===== config.mk =====
export PLATFORM = sky130hd
export DESIGN_NAME = rr_arb_mux
export DESIGN_NICKNAME = d
export VERILOG_FILES = /design/src/rtl/rr_arb_mux_pkg.sv /design/src/rtl/rr_arb_mux_pick.sv /design/src/rtl/rr_arb_mux.sv
export SDC_FILE = /design/constraint.sdc
export NUM_CORES = 1
export LEC_CHECK = 0
export BUFFER_PORTS_ARGS = -buffer_cell sky130_fd_sc_hd__buf_4
export CORE_MARGIN = 3
export CORE_UTILIZATION = 25
export CTS_CLUSTER_DIAMETER = 120
export DETAILED_ROUTE_END_ITERATION = 7
export GPL_TIMING_DRIVEN = 0
export PLACE_DENSITY = 0.62
export SYNTH_ARGS = -nofsm -noshare
export SYNTH_HDL_FRONTEND = slang
export SYNTH_SLANG_ARGS = --single-unit

===== constraint.sdc =====
create_clock -name clk -period 1.9 [get_ports clk]
set_clock_uncertainty 0.05 [all_clocks]
set_input_delay 0.285 -clock clk [delete_from_list [all_inputs] [get_ports clk]]
set_output_delay 0.285 -clock clk [all_outputs]
set_load 0.02 [all_outputs]

===== src/rtl/rr_arb_mux_pkg.sv =====
// Shared types and helpers for the round-robin arbitrating multiplexer.
// State encodings are used only when RR_ARB_MUX_LOCK_EN is defined.
package rr_arb_mux_pkg;

   typedef enum logic {
      ST_IDLE = 1'b0,
      ST_LOCK = 1'b1
   } arb_state_t;

   // Channel-index width; a single channel still needs one bit.
   function automatic int sel_width(input int n);
      return (n > 1) ? $clog2(n) : 1;
   endfunction

endpackage


===== src/rtl/rr_arb_mux_pick.sv =====
// Combinational rotating-priority encoder: first asserted request found
// when scanning ptr, ptr+1, ... modulo N.
module rr_pick #(
   parameter int N  = 4,
   parameter int SW = 2
) (
   input  logic [N-1:0]  req,
   input  logic [SW-1:0] ptr,
   output logic [SW-1:0] gnt_idx,
   output logic          gnt_any
);

   logic [SW-1:0] scan_idx;

   // Scan from lowest priority to highest so the highest-priority hit wins.
   always_comb begin
      gnt_idx  = '0;
      gnt_any  = 1'b0;
      scan_idx = '0;
      for (int k = N - 1; k >= 0; k--) begin
         scan_idx = SW'((int'(ptr) + k) % N);
         if (req[scan_idx]) begin
            gnt_idx = scan_idx;
            gnt_any = 1'b1;
         end
      end
   end

endmodule


===== src/rtl/rr_arb_mux.sv =====
// N-input round-robin arbitrating mux with a registered valid/ready output.
// Define RR_ARB_MUX_LOCK_EN to keep a packet's beats together until in_last.
module rr_arb_mux
   import rr_arb_mux_pkg::*;
#(
   parameter int N = 4,
   parameter int W = 8
) (
   input  logic                    clk,
   input  logic                    rst,
   input  logic [N-1:0]            in_valid,
   input  logic [N*W-1:0]          in_data,
   input  logic [N-1:0]            in_last,
   output logic [N-1:0]            in_ready,
   output logic                    out_valid,
   output logic [W-1:0]            out_data,
   output logic [sel_width(N)-1:0] out_sel,
   output logic                    out_last,
   input  logic                    out_ready
);

   localparam int SW = sel_width(N);

   logic [W-1:0]  chan_data [N];
   logic [SW-1:0] ptr_reg;
   logic [SW-1:0] ptr_next;
   logic [SW-1:0] pick_idx;
   logic          pick_any;
   logic [SW-1:0] grant_idx;
   logic          grant_any;
   logic          load;
   logic          xfer;

   logic          out_valid_reg;
   logic [W-1:0]  out_data_reg;
   logic [SW-1:0] out_sel_reg;
   logic          out_last_reg;

   rr_pick #(
      .N  (N),
      .SW (SW)
   ) u_pick (
      .req     (in_valid),
      .ptr     (ptr_reg),
      .gnt_idx (pick_idx),
      .gnt_any (pick_any)
   );

`ifdef RR_ARB_MUX_LOCK_EN
   arb_state_t    state_reg;
   logic [SW-1:0] lock_reg;

   // While a packet is open only its owner may be granted.
   always_comb begin
      grant_idx = pick_idx;
      grant_any = pick_any;
      if (state_reg == ST_LOCK) begin
         grant_idx = lock_reg;
         grant_any = in_valid[lock_reg];
      end
   end
`else
   assign grant_idx = pick_idx;
   assign grant_any = pick_any;
`endif

   assign load     = ~out_valid_reg | out_ready;
   // Reset gates the handshake so no channel sees ready while rst is high.
   assign xfer     = grant_any & load & ~rst;
   assign ptr_next = (grant_idx == SW'(N - 1)) ? '0 : grant_idx + 1'b1;

   generate
      for (genvar gi = 0; gi < N; gi++) begin : g_chan
         assign chan_data[gi] = in_data[gi*W +: W];
         assign in_ready[gi]  = xfer & (grant_idx == SW'(gi));
      end
   endgenerate

   always_ff @(posedge clk or posedge rst) begin
      if (rst) begin
         out_valid_reg <= 1'b0;
         out_data_reg  <= '0;
         out_sel_reg   <= '0;
         out_last_reg  <= 1'b0;
         ptr_reg       <= '0;
`ifdef RR_ARB_MUX_LOCK_EN
         state_reg     <= ST_IDLE;
         lock_reg      <= '0;
`endif
      end else begin
         if (xfer) begin
            out_valid_reg <= 1'b1;
            out_data_reg  <= chan_data[grant_idx];
            out_sel_reg   <= grant_idx;
            out_last_reg  <= in_last[grant_idx];
         end else if (out_ready) begin
            out_valid_reg <= 1'b0;
         end

`ifdef RR_ARB_MUX_LOCK_EN
         // The pointer only advances once a whole packet has gone through.
         if (xfer) begin
            case (state_reg)
               ST_IDLE: begin
                  if (!in_last[grant_idx]) begin
                     state_reg <= ST_LOCK;
                     lock_reg  <= grant_idx;
                  end else begin
                     ptr_reg   <= ptr_next;
                  end
               end
               ST_LOCK: begin
                  if (in_last[grant_idx]) begin
                     state_reg <= ST_IDLE;
                     ptr_reg   <= ptr_next;
                  end
               end
               default: state_reg <= ST_IDLE;
            endcase
         end
`else
         if (xfer) begin
            ptr_reg <= ptr_next;
         end
`endif
      end
   end

   assign out_valid = out_valid_reg;
   assign out_data  = out_data_reg;
   assign out_sel   = out_sel_reg;
   assign out_last  = out_last_reg;

endmodule


==> impl_metrics.env, run 1 <==
export IMPL_status="complete, but fails checks"
export IMPL_violations="negative setup slack"
export IMPL_grt_overflow=0
export IMPL_vias_per_cell=4.87
export IMPL_leakage_nw=0.756
export IMPL_synth_flop_cell="dfrtp_1"
export IMPL_antenna_found_initial=0
export IMPL_core_area_um2=3440
export IMPL_postCtsHoldBufs=0
export IMPL_synth_ff_latch_count=14
export IMPL_drt_initial_drc_count=10
export IMPL_synthesis_area_um2=918
export IMPL_gr_usage_all_layers_pct=13.9
export IMPL_maxSlewViolCount=0
export IMPL_cp_end_kind="primary output"
export IMPL_cts_tree="built"
export IMPL_port_buffers=58
export IMPL_synth_top_area_share_pct=38.1
export IMPL_synthCells=98
export IMPL_synth_area_top_cells="dfrtp_1 38%, mux2i_1 9.8%, a32oi_1 8.6%, o211ai_1 8.2%, nand2_1 6.1%"
export IMPL_cp_max_fo=3
export IMPL_hold_viol_final=0
export IMPL_die_area_um2=4440
export IMPL_min_path_type="input port to asynchronous set/reset pin"
export IMPL_antenna_left=0
export IMPL_clkLatencyLatePin_ns=0.24
export IMPL_maxSlewHeadroom_pct=77.3
export IMPL_start_util_pct=26.7
export IMPL_n_antenna_cell=0
export IMPL_ioPinCount=59
export IMPL_grt_pass1_wl_mm=4.79
export IMPL_power_density_nw_per_um2=898
export IMPL_cp_arrival_ns=1.61
export IMPL_cts_buffer_depth=2
export IMPL_hpwl_mm=2.37
export IMPL_yosysWarningCount=0
export IMPL_area_growth_pct=71.0
export IMPL_fin_crit_ns=1.94
export IMPL_largest_reg_flops=8
export IMPL_layout_drive_gt1_share_pct=52.7
export IMPL_num_vias=1038
export IMPL_routedWlPerCell_um=14.2
export IMPL_synthArstFlopShare_pct=100
export IMPL_grt_max_degree=15
export IMPL_place_gp_congestion=0.692
export IMPL_synth_edf_count=0
export IMPL_rsz0062_at_grt="yes"
export IMPL_start_kind="flop"
export IMPL_fmax_ghz=0.515
export IMPL_fin_ws_ns=-0.0414
export IMPL_die_h_um=66.6
export IMPL_routed_wl_mm=3.03
export IMPL_postLayoutCellArea_um2=1570
export IMPL_synth_top_cell_by_area="dfrtp_1"
export IMPL_cts_max_level=1
export IMPL_place_area_um2=1420
export IMPL_grt_pass1_vias=1057
export IMPL_synthDistinctLibCells=28
export IMPL_clock_sinks=14
export IMPL_drv_cap=0
export IMPL_seq_area_frac_synth_pct=38.1
export IMPL_p_total_mw=1.41
export IMPL_synth_nets=141
export IMPL_dr_pass1_iters=4
export IMPL_irDropWorstVdd_v=0.000464
export IMPL_nNetsFinal=211
export IMPL_cts_made_buffers=3
export IMPL_ctsRootBufferMaster="clkbuf_8"
export IMPL_synth_avg_cell_area_um2=9.37
export IMPL_placementRows=21
export IMPL_finalSetupViolCount=2
export IMPL_finalCritPeriodShare_pct=102
export IMPL_clkTransAtPathRegs_ns=0.06
export IMPL_cp_required_ns=1.56
export IMPL_tightestPinTransition_ns=0.338
export IMPL_worstSetupPathType="flop to primary output"
export IMPL_die_w_um=66.6
export IMPL_setup_tns_ns=-0.0455
export IMPL_drcViolationCount=0
-- final timing paths --
| check | from | to | slack (ns) | cells past startpoint |
|---|---|---|---|---|
| setup / recovery | out_valid | in_ready[1] | -0.04 | 6 |
| min in group clk | rst | out_valid | 0.23 | 2 |
| setup reg to reg | ptr_reg[0] | out_data[5] | 0.22 | 7 |
| hold / removal | rst | out_valid | 0.13 | 4 |
| max in group asynchronous | rst | ptr_reg[0] | 1.48 | 4 |
| hold reg to reg | out_sel[1] | out_sel[1] | 0.44 | 2 |
-- layer usage --
metal	vias to the layer above	part of all wire [%]	global-route usage, %
met5	-	0	0
met1	483	43	17.5
met3	5	6.9	3.54
met2	41	49	23.6
met4	0	0.83	3.05
li1	509	-	-
-- repair_timing --
| action | CTS | global route |
|---|---|---|
| endpoints found under the setup margin | 4 | 4 |
| pin swaps | 5 | 3 |
| gates resized for setup | 10 | 3 |
| setup buffers | 7 | 1 |
| endpoints found under the hold margin | 0 | 0 |
-- stage by stage --
step	cells	hold slack, ns	setup WS [ns]	utilization (%)
3_3_place_gp	202	0.231	-0.153	41.1
6_report	213	0.135	-0.0414	45.6
5_1_grt	213	0.153	-0.117	45.6
3_5_place_dp	202	0.239	-0.182	41.1
4_1_cts	212	0.135	-0.0923	44.9
2_1_floorplan	98	0.0581	0.0966	-
-- kinds of logic (layout without fill, tap and decap cells) --
kind of cell,Yosys count,count (layout),synth area share [%]
AND/OR/NAND/NOR,37,37,22.1
AO/OA/AOI/OAI,30,30,25.2
flip-flops,14,14,38.1
multiplexers,9,9,9.81
buffers and inverters,8,77,4.77
-- cell type report --
type / instances / area [um^2]
buffer: 5 / 42.5
timing repair buffer: 66 / 499
inverter: 2 / 11.3
sequential: 14 / 352
clock buffer: 4 / 55.1
multi-input combinational: 76 / 553
tap: 46 / 57.6
fill: 341 / 1870
-- cells in the mapped netlist (2+ instances only) --
cell      instances
a21oi_1           2
a32oi_1           9
and2_1            2
buf_2             4
dfrtp_1          14
inv_1             2
mux2i_1           9
nand2_1          15
nand2b_1          3
nor2_1            4
nor2b_1           3
o211ai_1         10
o21ai_0           5
o221a_2           2
-- report_power, final --
part	switching [mW]	internal [mW]
Sequential	0.0634	0.385
Combinational	0.334	0.343
Clock	0.102	0.183
-- placed cells by master, fill, tap and decap left out --
cell type	netlist	routed
buf_4	0	67
nand2_1	15	14
dfrtp_1	14	13
o211ai_1	10	10
mux2i_1	9	9
a32oi_1	9	9
o21ai_0	5	5
clkbuf_8	0	4
buf_6	1	3
nor2b_1	3	3
nor2_1	4	3
a21oi_1	2	2
nand2b_1	3	2
o221a_2	2	2
and2_1	2	2
nor2b_2	1	1
inv_2	0	1
nor4_4	0	1
clkinvlp_4	0	1
nand2_2	0	1
nor2_4	0	1
or2_4	0	1
buf_2	4	1
nand2b_4	0	1
and2b_1	1	1
nor3_2	1	1
nor3_1	1	1
o22ai_2	1	1
nand3_1	1	1
and4bb_1	1	1
or4_1	1	1
or2_1	1	1
o21a_1	1	1
dfrtp_2	0	1
-- worst max-delay path, cell delays in order (launching register included) --
cell and delay, ns:
dfrtp_1 0.38, nand2b_1 0.13, nand2_2 0.10, or2_4 0.25, or2_1 0.25, nor2_1 0.11, buf_4 0.15
Power figures use the tool's default switching activity.
==> run 2, diff against run 1 <==
--- a/config.mk
+++ b/config.mk
@@ -5,13 +5,14 @@
 export SDC_FILE = /design/constraint.sdc
 export NUM_CORES = 1
 export LEC_CHECK = 0
-export BUFFER_PORTS_ARGS = -buffer_cell sky130_fd_sc_hd__buf_4
 export CORE_MARGIN = 3
 export CORE_UTILIZATION = 25
 export CTS_CLUSTER_DIAMETER = 120
 export DETAILED_ROUTE_END_ITERATION = 7
+export DONT_BUFFER_PORTS = 1
 export GPL_TIMING_DRIVEN = 0
-export PLACE_DENSITY = 0.62
+export PLACE_DENSITY = 0.48
 export SYNTH_ARGS = -nofsm -noshare
 export SYNTH_HDL_FRONTEND = slang
 export SYNTH_SLANG_ARGS = --single-unit
+export TNS_END_PERCENT = 50
==> impl_metrics.env, run 2 (synthesis gave the netlist of run 1 again) <==
export IMPL_grt_max_degree=15
export IMPL_cts_made_buffers=3
export IMPL_grt_pass1_wl_mm=4.10
export IMPL_maxSlewHeadroom_pct=55.6
export IMPL_routed_wl_mm=2.77
export IMPL_dr_pass1_iters=4
export IMPL_start_util_pct=26.7
export IMPL_min_path_type="input port to flop"
export IMPL_rsz0062_at_grt="yes"
export IMPL_die_w_um=66.6
export IMPL_drt_initial_drc_count=34
export IMPL_irDropWorstVdd_v=0.000330
export IMPL_layout_drive_gt1_share_pct=37.3
export IMPL_hold_viol_final=0
export IMPL_routedWlPerCell_um=16.9
export IMPL_largest_reg_flops=8
export IMPL_num_vias=850
export IMPL_cp_max_fo=3
export IMPL_layoutNonFillerInstCount=164
export IMPL_nNetsFinal=162
export IMPL_leakage_nw=0.526
export IMPL_power_density_nw_per_um2=1060
export IMPL_clkTransAtPathRegs_ns=0.06
export IMPL_cp_end_kind="primary output"
export IMPL_ioPinCount=59
export IMPL_grt_util_met1_pct=16.7
export IMPL_fillers=361
export IMPL_finalSetupViolCount=0
export IMPL_status="finished clean"
export IMPL_area_growth_pct=33.4
export IMPL_placementRows=21
export IMPL_antenna_left=0
export IMPL_port_buffers=0
export IMPL_hold_start="rst"
export IMPL_cts_max_level=1
export IMPL_clkLatencyLatePin_ns=0.24
export IMPL_finalCritPeriodShare_pct=98.6
export IMPL_core_area_um2=3440
export IMPL_tightestPinTransition_ns=0.664
export IMPL_hpwl_mm=1.96
export IMPL_final_cell_mix="16 x buf_4, 14 x nand2_1, 11 x dfrtp_1"
export IMPL_ctsRootBufferMaster="clkbuf_8"
export IMPL_antenna_found_initial=0
export IMPL_vias_per_cell=5.18
export IMPL_die_h_um=66.6
export IMPL_clock_sinks=14
export IMPL_die_area_um2=4440
export IMPL_fmax_ghz=0.534
export IMPL_place_gp_congestion=0.787
export IMPL_gr_usage_all_layers_pct=12.1
export IMPL_cts_buffer_depth=2
export IMPL_startpoint="out_valid"
export IMPL_worstSetupPathType="flop to primary output"
export IMPL_final_common_cell="buf_4"
export IMPL_maxSlewViolCount=0
export IMPL_use_met3_pct=2.70
export IMPL_r2r_start="out_valid"
export IMPL_post_place_cells=144
export IMPL_drcViolationCount=0
export IMPL_grt_overflow=0
export IMPL_whs_ns=0.0973
export IMPL_grt_busiest_layer="met2"
export IMPL_fin_crit_ns=1.87
export IMPL_grt_pass1_vias=817
export IMPL_n_antenna_cell=0
export IMPL_use_met2_pct=18.7
export IMPL_cp_arrival_ns=1.54
export IMPL_cts_tree="built"
export IMPL_drv_cap=0
export IMPL_cp_required_ns=1.56
export IMPL_start_kind="flop"
==> run 2: changes by cell type in the layout (fill, tap and decap cells not counted), sizes merged <==
cell,delta
buf,-51
clkbuf,+1
dlygate4sd3,+1
==> run 2: layer usage <==
metal	vias up	routed length, um
met2	34	1360
li1	411	-
met3	2	221
met1	403	1170
met4	0	17
met5	-	0
==> run 2: worst paths after layout <==
kind                               end  slack [ns]  cells after the start
setup / recovery           in_ready[1]        0.03                      5
hold / removal               out_valid         0.1                      1
setup reg to reg           out_data[7]        0.19                      7
hold reg to reg             out_sel[0]        0.58                      2
max in group asynchronous   ptr_reg[0]        0.77                      2
min in group asynchronous     out_last        0.56                      2
==> run 2: worst max-delay path: stages, from the launching register on <==
cell      delay, ns
dfrtp_2        0.47
nand2b_4       0.11
nand2_4        0.07
or2_4          0.23
or2_4          0.27
nor2_4         0.15
==> run 2: metrics by stage <==
step                      TNS (ns)  worst slack [ns]  util [%]  total power, mW  instance area (um^2)
final                            0            0.0261      35.6             1.30                  1220
after global routing       -0.0293           -0.0293      35.6             1.39                  1220
after CTS                 -0.00735          -0.00735      32.8             1.23                  1130
after global placement      -0.130           -0.0773      28.5            0.871                   980
after detailed placement    -0.124           -0.0774      28.5            0.885                   980
after floorplan                  0            0.0966         -            0.802                   922
==> run 2: where the power goes <==
part / switching [mW] / internal [mW] / leakage, nW
Combinational: 0.212 / 0.243 / 0.330
Sequential: 0.171 / 0.385 / 0.167
Clock: 0.107 / 0.183 / 0.0288
==> run 2: repair_timing <==
item                       in CTS  in global routing
hold endpoints to repair       14                  0
setup buffers                   4                 11
pin swaps                       5                  4
gates resized for setup        19                  6
hold buffers                    1                  0
setup endpoints to repair       3                  4
==> run 2: area by class of cell <==
cell class,instances,area (um^2),area share [%]
Timing Repair Buffer,16,123,10.0
Multi-Input combinational cell,76,574,46.9
Clock buffer,4,55.1,4.49
Inverter,2,13.8,1.12
Sequential cell,14,354,28.9
Tap cell,46,57.6,4.70
Buffer,6,47.5,3.88
